File: src/rtl/if_fetch_stage.sv
// Instruction-fetch stage: PC register, instruction RAM address/enable, IF/ID pipeline register.
// Define FETCH_PERF_CNT_EN to add the perf_fetch / perf_stall counters.
module if_fetch_stage #(
  parameter logic [31:0] PC_RESET = 32'h0000_0000,
  parameter logic [31:0] NOP_WORD = 32'h0000_0000
) (
  input  logic        clk,
  input  logic        reset,
  input  logic        stall,
  input  logic        branch_taken,
  input  logic [31:0] branch_target,
  input  logic        flush,
  input  logic        halt,
  output logic [31:0] imem_addr,
  output logic        imem_en,
  input  logic [31:0] imem_data,
  output logic [31:0] ifid_instr,
  output logic [31:0] ifid_pc4,
  output logic        ifid_valid
`ifdef FETCH_PERF_CNT_EN
  ,
  output logic [31:0] perf_fetch,
  output logic [31:0] perf_stall
`endif
);

  typedef enum logic [1:0] {S_BOOT, S_RUN, S_HALT} state_t;

  state_t      state, state_next;
  logic [31:0] pc, pc_next, pc_plus4;
  logic [31:0] instr_next, pc4_next;
  logic        valid_next;

  assign pc_plus4  = pc + 32'd4;
  assign imem_addr = pc;
  // Gated by reset so the enable reads 0 while reset is held, yet 1 during the BOOT cycle.
  assign imem_en   = (state != S_HALT) && !reset;

  // NOTE: every signal gets a default first, so no branch can leave one unassigned and infer a latch.
  always_comb begin
    state_next = state;
    pc_next    = pc;
    instr_next = ifid_instr;
    pc4_next   = ifid_pc4;
    valid_next = ifid_valid;
    case (state)
      S_BOOT: begin
        state_next = S_RUN;
        instr_next = NOP_WORD;
        pc4_next   = 32'd0;
        valid_next = 1'b0;
      end
      S_RUN: begin
        if (halt) begin
          state_next = S_HALT;
          instr_next = NOP_WORD;
          pc4_next   = 32'd0;
          valid_next = 1'b0;
        end else if (branch_taken) begin
          pc_next    = branch_target;
          instr_next = NOP_WORD;
          pc4_next   = 32'd0;
          valid_next = 1'b0;
        end else if (stall && flush) begin
          instr_next = NOP_WORD;
          pc4_next   = 32'd0;
          valid_next = 1'b0;
        end else if (stall) begin
          pc_next = pc;
        end else if (flush) begin
          pc_next    = pc_plus4;
          instr_next = NOP_WORD;
          pc4_next   = 32'd0;
          valid_next = 1'b0;
        end else begin
          pc_next    = pc_plus4;
          instr_next = imem_data;
          pc4_next   = pc_plus4;
          valid_next = 1'b1;
        end
      end
      S_HALT: state_next = S_HALT;
      default: state_next = S_BOOT;
    endcase
  end

  // NOTE: sequential state uses non-blocking assignments so every register samples pre-edge values.
  always_ff @(posedge clk or posedge reset) begin
    if (reset) begin
      state      <= S_BOOT;
      pc         <= PC_RESET;
      ifid_instr <= NOP_WORD;
      ifid_pc4   <= 32'd0;
      ifid_valid <= 1'b0;
    end else begin
      state      <= state_next;
      pc         <= pc_next;
      ifid_instr <= instr_next;
      ifid_pc4   <= pc4_next;
      ifid_valid <= valid_next;
    end
  end

`ifdef FETCH_PERF_CNT_EN
  always_ff @(posedge clk or posedge reset) begin
    if (reset) begin
      perf_fetch <= 32'd0;
      perf_stall <= 32'd0;
    end else if (state == S_RUN && !halt && !branch_taken) begin
      if (!stall && !flush) perf_fetch <= perf_fetch + 32'd1;
      if (stall)            perf_stall <= perf_stall + 32'd1;
    end
  end
`endif

endmodule

File: config.mk
export PLATFORM = sky130hd
export DESIGN_NAME = if_fetch_stage
export DESIGN_NICKNAME = d
export VERILOG_FILES = /design/src/rtl/if_fetch_stage.sv
export SDC_FILE = /design/constraint.sdc
export NUM_CORES = 1
export LEC_CHECK = 0
export CAP_MARGIN = 20
export CORE_ASPECT_RATIO = 1.1
export CORE_MARGIN = 3
export CORE_UTILIZATION = 25
export CTS_CLUSTER_DIAMETER = 80
export DETAILED_ROUTE_END_ITERATION = 12
export MAX_ROUTING_LAYER = met4
export SYNTH_ARGS = -nofsm -noshare
export SYNTH_HDL_FRONTEND = slang
export SYNTH_SLANG_ARGS = --single-unit
File: constraint.sdc
create_clock -name clk -period 5.3 [get_ports clk]
set_clock_uncertainty 0.1 [all_clocks]
set_input_delay 1.59 -clock clk [delete_from_list [all_inputs] [get_ports clk]]
set_output_delay 1.59 -clock clk [all_outputs]
set_load 0.05 [all_outputs]
==> qor_table.md, run 1 <==
| Quantity | This run |
|---|---|
| Clock tree from TritonCTS | done |
| Routed WL | 14.88 mm |
| Post-cts hold buffer count | 0 |
| Data required time at the worst endpoint | 3.61 ns |
| Area overhead of the layout relative to synthesis | 48.54% |
| Combined global-route utilization of all metal layers | 0.1490 |
| Initial DRC count | 198 |
| Sum Neg Setup Slack | 0 ns |
| Relative slew margins | 0.3435 |
| Core ar. | 18480 sq um |
| Cell Area, Placed | 6661 sq um |
| Summed area of non-filler cells in the final layout | 6999 sq um |
| Hold violation count in the final report | 0 |
| Standard-cell row count | 52 |
| Synthesized netlist net count | 508 |
| Final number of setup-violating endpoints | 0 |
| Distinct cell type count of the synthesized netlist | 44 |
| Die X | 136.9 microns |
| Post-Place Setup Slack | 0.6325 ns |
| Initial core utilization | 0.2550 |
| Total via count after detailed routing | 4129 |
| Slew Viols, Final | 0 |
| Multiplexer share of the synthesized area | 0.01753 |
| Clock tree buffer depth | 2 |
| Main combinational cell family by area after synthesis | compound AO/OA/AOI/OAI gates |
| Count of warnings emitted by yosys | 0 |
| Measured slew at the worst slew-check pin | 0.9823 ns |
| Max-cap violations | 0 |
| Detailed route wirelength on metal2 | 7.245 mm |
| Capturing element type of the critical path | output pin |
| Clock transition time at the flip-flop clock pins of the worst setup and hold paths | 0.07 ns |
| CTS H-tree depth | 3 |
| Leakage dissipation | 2.914 nW |
| Share of synthesized area occupied by flip-flops and latches | 0.5258 |
| Setup WS post-layout | 0.6242 ns |
| Number of routed nets with antenna violations | 0 |
| Outcome | complete, no violations |
| Vias per Instance | 4.933 |
| Wire per inst | 17.77 microns |
| Shortest period the worst path allows | 4.676 ns |
| Arrival @ worst endpoint | 2.99 ns |
| Io pins | 168 |
| Length of routed wiring on met1 | 6.443 mm |
| Element type at the critical path start | input pin |
| Post-detail-place hpwl | 10.61 mm |
| Basic-gate share of the synthesized area counting and, or, nand and nor cells | 0.1320 |
| Synthesized netlist cell count | 434 |
| Type of the worst min-delay path | reg -> reg |
| Congestion Overflow GR | 0 |
| Largest driver fanout on the critical path | 2 |
| Via count of the first global-routing pass | 4185 |
| Root Buffer | sky130_fd_sc_hd__clkbuf_16 |
| Average cell area after synthesis | 10.86 sq um |
| Synth Cell Area | 4712 sq um |
| Number of register bits inferred by synthesis | 99 |
| Fraction of the mapped netlist area in compound gates | 0.2270 |
| Die H | 150.0 microns |
| Largest net degree at the start of global routing | 84 |
| PwrDens | 471.6 nW/um^2 |
| Period utilisation layout | 0.8822 |
| RSZ-0062 raised after global routing | false |
| Total die area | 20530 sq um |
| Xor and xnor fraction of the mapped netlist area | 0.05204 |
| Ant. Diodes | 0 |
| Wire length of the first global-routing pass | 23.20 mm |
| Post-CTS Setup Repair Bufs | 0 |
| Critical path type | in -> out |
| Nets | 663 |
| DRC viols | 0 |
| Layout cells sized above 1 | 0.06734 |
| Fraction of the mapped netlist area in adder cells | 0.01062 |
| Number of iterations in the first detailed-routing pass | 4 |
| CTS-repair resized insts | 0 |
| Initial antenna violation count | 0 |
| Placer's final routability congestion estimate | 0.8504 |
| Commonest non-fill, non-tap cells in the layout | 167 x sky130_fd_sc_hd__clkdlybuf4s50_1, 99 x sky130_fd_sc_hd__dfrtp_1, 64 x sky130_fd_sc_hd__a22o_1, 26 x sky130_fd_sc_hd__nand2_1, 20 x sky130_fd_sc_hd__nor2_1 |
| Top routing layer used | met4 |
| Total clock buffers created by CTS | 9 |
| Worst IR drop on VDD | 0.2730 mV |
| Total length of routed met3 wires | 996 microns |
| Clock latency on the worst-skew pair | 0.35 ns |
| Most common library cell in the layout ignoring fill and taps | sky130_fd_sc_hd__clkdlybuf4s50_1 |
| Number of port buffers | 167 |
| CTS Sinks | 99 |
| Achievable clock frequency | 213.9 MHz |
## worst max-delay path: stages
cell	delay, ns
sky130_fd_sc_hd__clkdlybuf4s50_1	0.47
sky130_fd_sc_hd__nor2_1	0.12
sky130_fd_sc_hd__clkdlybuf4s50_1	0.81
## synthesized netlist by cell type, drive strengths merged
| library cell | n | area, sq um |
|---|---|---|
| xnor2 | 19 | 166.4 |
| a22oi | 5 | 37.54 |
| nand3 | 15 | 75.07 |
| mux2 | 2 | 22.52 |
| mux2i | 6 | 60.06 |
| nor4 | 6 | 50.04 |
| a21o | 3 | 22.52 |
| nand2 | 26 | 97.59 |
| xor2 | 9 | 78.83 |
| a21oi | 18 | 90.09 |
| clkbuf | 27 | 102.6 |
| o22a | 5 | 43.79 |
| o311ai | 2 | 17.52 |
| ha | 4 | 50.05 |
| and4 | 1 | 8.760 |
| nand4 | 13 | 102.6 |
| a22o | 64 | 560.5 |
| a31oi | 5 | 31.28 |
| o32ai | 1 | 8.760 |
| o22ai | 6 | 37.54 |
| nor3 | 9 | 67.56 |
| nand2b | 4 | 25.02 |
| or3 | 3 | 18.77 |
| inv | 5 | 18.77 |
| a221o | 3 | 30.03 |
| o21ai | 17 | 85.08 |
| and3 | 6 | 37.54 |
| buf | 7 | 40.03 |
| o21a | 5 | 37.54 |
| a2bb2oi | 6 | 52.55 |
| o31ai | 2 | 15.01 |
| dfrtp | 99 | 2477 |
| or4 | 3 | 22.52 |
| clkinv | 1 | 3.750 |
| nor2 | 23 | 91.34 |
| nor2b | 4 | 25.02 |
## metrics by stage
stage	hold slack (ns)	power (mW)	cells	utilization
global placement	0.3652	2.622	820	0.3605
global route	0.4060	3.486	837	0.3788
CTS	0.3852	3.345	836	0.3773
detailed placement	0.3694	2.653	820	0.3605
floorplan	0.4516	2.096	434	-
finish	0.3846	3.301	837	0.3788
## per-layer routing
metal | GRT usage | vias up
met5 | - | -
met4 | 0.04491 | 0
met3 | 0.04304 | 15
met2 | 0.2367 | 138
met1 | 0.1843 | 2037
li1 | - | 1939
## worst paths after layout
kind	start	endpoint	slack, ns	depth (start not counted)
max	reset	imem_en	0.62	3
min	ifid_valid	ifid_valid	0.38	1
max reg2reg	imem_addr[2]	ifid_pc4[18]	2.63	6
min reg2reg	ifid_valid	ifid_valid	0.38	1
max in group asynchronous	reset	imem_addr[10]	2.65	4
min in group asynchronous	reset	ifid_pc4[5]	1.55	2
## cell families after synthesis
logic type / Yosys count
DFF: 99
muxes: 8
buffers and inverters: 40
AOI/OAI and AO/OA: 142
and+or+nand+nor: 113
adders and majority gates: 4
xor gates and xnor gates: 28
## registers in the layout, summed over array words and instances (netlist names)
name / count
state: 2
ifid_pc4: 32
imem_addr: 32
ifid_valid: 1
ifid_instr: 32
## power breakdown
part	total (mW)	leakage (nW)	switching, mW	internal [mW]
registers	1.12	1.28	0.222	0.897
logic	1.51	1.48	0.975	0.535
clock network	0.673	0.151	0.289	0.384
total	3.30	2.91	1.49	1.82
## final cells by class
cell class | count | area [sq um]
sequential | 99 | 2477
multi-input combinational | 295 | 2096
clock inverter | 2 | 16.27
fill | 1812 | 11480
inverter | 6 | 25.02
tap | 243 | 304.0
clock buffer | 14 | 294.0
timing repair buffer | 178 | 1787
Note: power is estimated with default switching activity, not from simulation.
==> run 2, diff against run 1 <==
--- a/config.mk
+++ b/config.mk
@@ -5,6 +5,7 @@
 export SDC_FILE = /design/constraint.sdc
 export NUM_CORES = 1
 export LEC_CHECK = 0
+export ABC_AREA = 1
 export CAP_MARGIN = 20
 export CORE_ASPECT_RATIO = 1.1
 export CORE_MARGIN = 3
==> run 2 against run 1 <==
  * Hold slack worse by 0.0022 ns
  * Clock power up 3%
  * Sequential share of layout area down 1.3 points
  * Highest routed layer unchanged
==> qor_table.md, run 2 <==
| Quantity | This run | vs previous |
|---|---|---|
| Maximum single-stage delay on the critical path | 0.80 ns | about the same |
| Clock transition time at the flip-flop clock pins of the worst setup and hold paths | 0.07 ns | about the same |
| Series of cell instances along the critical path | clkdlybuf4s50_1 > nor2_1 > clkdlybuf4s50_1 |  |
| Standard-cell row count | 53 | +1.9% |
| Data required time at the worst endpoint | 3.61 ns | about the same |
| Average cell area after synthesis | 8.166 sq um | -25% |
| Combined global-route utilization of all metal layers | 0.1533 | +0.004318 |
| Largest driver fanout on the critical path | 2 | unchanged |
| Proportion of register bits with asynchronous set or reset after synthesis | 1.000 | unchanged |
| Placer's final routability congestion estimate | 0.8626 | +1.4% |
| Cell with the most instances after synthesis | sky130_fd_sc_hd__nand2_1 |  |
| Number of register bits inferred by synthesis | 99 | unchanged |
| Arrival @ worst endpoint | 2.96 ns | -0.03 ns |
| Die X | 140.9 microns | +2.9% |
| Achievable clock frequency | 215.1 MHz | +0.59% |
| DRC viols | 0 | unchanged |
| Die H | 154.4 microns | +3.0% |
| Critical path type | in -> out |  |
| Most used flip-flop cell after synthesis | sky130_fd_sc_hd__dfrtp_1 |  |
| Area leader, netlist | sky130_fd_sc_hd__dfrtp_1 |  |
| Period utilisation layout | 0.8771 | -0.005147 |
| Dominant cell type by count on the critical path | sky130_fd_sc_hd__clkdlybuf4s50_1 |  |
| Share of synthesized area occupied by flip-flops and latches | 0.4949 | -0.03088 |
| Capturing element type of the critical path | output pin |  |
| Initial antenna violation count | 0 | unchanged |
| Congestion Overflow GR | 0 | unchanged |
| Relative slew margins | 0.3722 | +0.02868 |
| Most common library cell in the layout ignoring fill and taps | sky130_fd_sc_hd__nand2_1 |  |
| Count of flip-flops with a built-in enable after synthesis | 0 | unchanged |
| Routed WL | 16.20 mm | +8.9% |
| Worst IR drop on VDD | 0.2660 mV | -2.6% |
| Final number of setup-violating endpoints | 0 | unchanged |
| Overall power consumption | 3.371 mW | +2.1% |
| Clock tree buffer depth | 2 | unchanged |
| Max-cap violations | 0 | unchanged |
| Total die area | 21760 sq um | +6.0% |
| Measured slew at the worst slew-check pin | 0.9417 ns | -0.04065 ns |
| Clock latency on the worst-skew pair | 0.35 ns | about the same |
| Initial DRC count | 308 | +56% |
| Wire length of the first global-routing pass | 25.41 mm | +9.5% |
| Largest net degree at the start of global routing | 77 | -8.3% |
| Wire per inst | 15.79 microns | -11% |
| CTS H-tree depth | 3 | unchanged |
| Net switching share of the total power | 0.4690 | +0.01902 |
| Vias per Instance | 4.440 | -10% |
| Clock share of power | 0.205 | about the same |
| Post-CTS Setup Repair Bufs | 0 | unchanged |
| Number of port buffers | 167 | unchanged |
| CP max stage cell | sky130_fd_sc_hd__clkdlybuf4s50_1 |  |
| Count of warnings emitted by yosys | 0 | unchanged |
| Synth Cell Area | 5006 sq um | +6.2% |
| Combinational group share of total power | 0.470 | +0.013 |
| Slew Viols, Final | 0 | unchanged |
| Crit path depth | 3 | unchanged |
| Synth area leaders | sky130_fd_sc_hd__dfrtp_1 49%, sky130_fd_sc_hd__nand2_1 15%, sky130_fd_sc_hd__a22o_1 6.3% |  |
| Fraction of post-synthesis cell area in the top cell type by area | 0.4949 | -0.03088 |
| Io pins | 168 | unchanged |
| Cell Area, Placed | 6932 sq um | +4.1% |
| Sum Neg Setup Slack | 0 ns | unchanged |
| Most common library cells after synthesis | 203 x sky130_fd_sc_hd__nand2_1, 99 x sky130_fd_sc_hd__dfrtp_1, 76 x sky130_fd_sc_hd__nor2_1 |  |
| Initial core utilization | 0.2585 | +0.003519 |
| Nets | 849 | +28% |
| Hold violation count in the final report | 0 | unchanged |
| Leakage dissipation | 3.362 nW | +15% |
| Summed area of non-filler cells in the final layout | 7262 sq um | +3.8% |
| Clock tree from TritonCTS | done |  |
| Root Buffer | sky130_fd_sc_hd__clkbuf_16 |  |
| Depth of the worst register-to-register path | 7 | +1 |
| Via count of the first global-routing pass | 4454 | +6.4% |
| Ant. Diodes | 0 | unchanged |
| Type of the worst min-delay path | reg -> reg |  |
| Internal Pwr Total | 1.790 mW | -1.4% |
| Synthesized netlist net count | 687 | +35% |
| Shortest period the worst path allows | 4.649 ns | -0.02728 ns |
| Fillers | 1999 | +10% |
| CTS-repair resized insts | 0 | unchanged |
| Buffers & Inverters on Critical Path | 2 | unchanged |
| Core ar. | 19360 sq um | +4.8% |
| RSZ-0062 raised after global routing | false |  |
| Hold Path Cell Cnt | 2 | +1 |
| Distinct cell type count of the synthesized netlist | 33 | -25% |
| CTS Sinks | 99 | unchanged |
| Layout Utilization | 0.3750 | -0.003760 |
| PwrDens | 464.2 nW/um^2 | -1.6% |
| Total clock buffers created by CTS | 9 | unchanged |
| Layout cells sized above 1 | 0.07189 | +0.004547 |
| Number of iterations in the first detailed-routing pass | 4 | unchanged |
| Outcome | complete, no violations |  |
| Synthesized netlist cell count | 613 | +41% |
| Element type at the critical path start | input pin |  |
| Cell family contributing the most delay on the critical path | buffers and inverters |  |
| Number of routed nets with antenna violations | 0 | unchanged |
| Area overhead of the layout relative to synthesis | 45.06% |  |
| Commonest non-fill, non-tap cells in the layout | 202 x sky130_fd_sc_hd__nand2_1, 167 x sky130_fd_sc_hd__clkdlybuf4s50_1, 99 x sky130_fd_sc_hd__dfrtp_1, 76 x sky130_fd_sc_hd__nor2_1, 38 x sky130_fd_sc_hd__inv_1 |  |
| Post-cts hold buffer count | 0 | unchanged |
| Total via count after detailed routing | 4555 | +10% |
| Switching power of the nets | 1.581 mW | +6.4% |
| Post-detail-place hpwl | 11.99 mm | +13% |
| Power share of the sequential group | 0.325 | -0.014 |
run 2: changes by cell type in the layout (fill, tap and decap cells not counted), sizes merged, moves of 8 or more:
cell and change:
and2 +10, xnor2 -16, inv +35, nor3 -8, nand4 -13, a21oi -10, o21ai +20, nor2 +64
nand3 +21, a22o -28, nand2 +187
run 2: final cells by class:
type,instances,area (sq um),area share
flip-flops and latches,99,2477,0.3411
multi-input cells,448,2257,0.3108
repair buffers,176,1759,0.2422
well taps,247,309.0,0.04256
clock buffers,11,252.7,0.03480
inverters,41,156.4,0.02154
clock inverters,4,50.05,0.006892
run 2: layer usage:
layer  GRT usage  vias to the layer above  routed length, microns
li1            -                     2293                       -
met1      0.2009                     2101                    7691
met2      0.2409                      145                    7351
met3     0.03247                       16                     938
met4     0.04292                        0                     216
met5           -                        -                       0
run 2: per-stage QoR:
stage / instances / setup slack (ns) / hold WS (ns)
after floorplan: 613 / 1.020 / 0.4516
after global placement: 1010 / 0.6406 / 0.3665
after detailed placement: 1010 / 0.6414 / 0.3715
after CTS: 1025 / 0.6414 / 0.3885
after global routing: 1026 / 0.5992 / 0.4004
final: 1026 / 0.6514 / 0.3824
run 2: worst min-delay path, cell delays in order (launching register included):
cell and delay (ns):
sky130_fd_sc_hd__dfrtp_1 0.35, sky130_fd_sc_hd__nand2_1 0.06, sky130_fd_sc_hd__nand2_1 0.05
run 2: power groups by stage:
stage	Clock, mW	Sequential (mW)	Combinational, mW
2_1_floorplan	0	1.53	0.618
3_3_place_gp	0	1.11	1.59
3_5_place_dp	0	1.11	1.60
4_1_cts	0.707	1.10	1.60
5_1_grt	0.740	1.13	1.72
6_report	0.690	1.10	1.58
run 2: worst paths after layout:
kind,start,end,slack [ns]
min reg2reg,ifid_pc4[3],ifid_pc4[3],0.38
max in group asynchronous,reset,ifid_instr[13],2.87
min,ifid_pc4[3],ifid_pc4[3],0.38
max,reset,imem_en,0.65
max reg2reg,state[1],ifid_instr[14],2.73
min in group asynchronous,reset,ifid_instr[2],1.45
run 2: kinds of logic (layout without fill, tap and decap cells):
kind of cell	count (synthesis)	after routing	synth area share
and+or+nand+nor	348	348	0.3047
DFF	99	99	0.4949
AOI/OAI and AO/OA	87	87	0.1187
buffers and inverters	66	232	0.05548
xor gates and xnor gates	8	8	0.01400
adders and majority gates	4	4	0.009998
muxes	1	1	0.002249
==> run 3, diff against run 2 <==
--- a/config.mk
+++ b/config.mk
@@ -12,6 +12,7 @@
 export CORE_UTILIZATION = 25
 export CTS_CLUSTER_DIAMETER = 80
 export DETAILED_ROUTE_END_ITERATION = 12
+export GPL_ROUTABILITY_DRIVEN = 0
 export MAX_ROUTING_LAYER = met4
 export SYNTH_ARGS = -nofsm -noshare
 export SYNTH_HDL_FRONTEND = slang
==> results of run 3 <==
The final DEF is identical to that of run 2; final timing and power are the same.
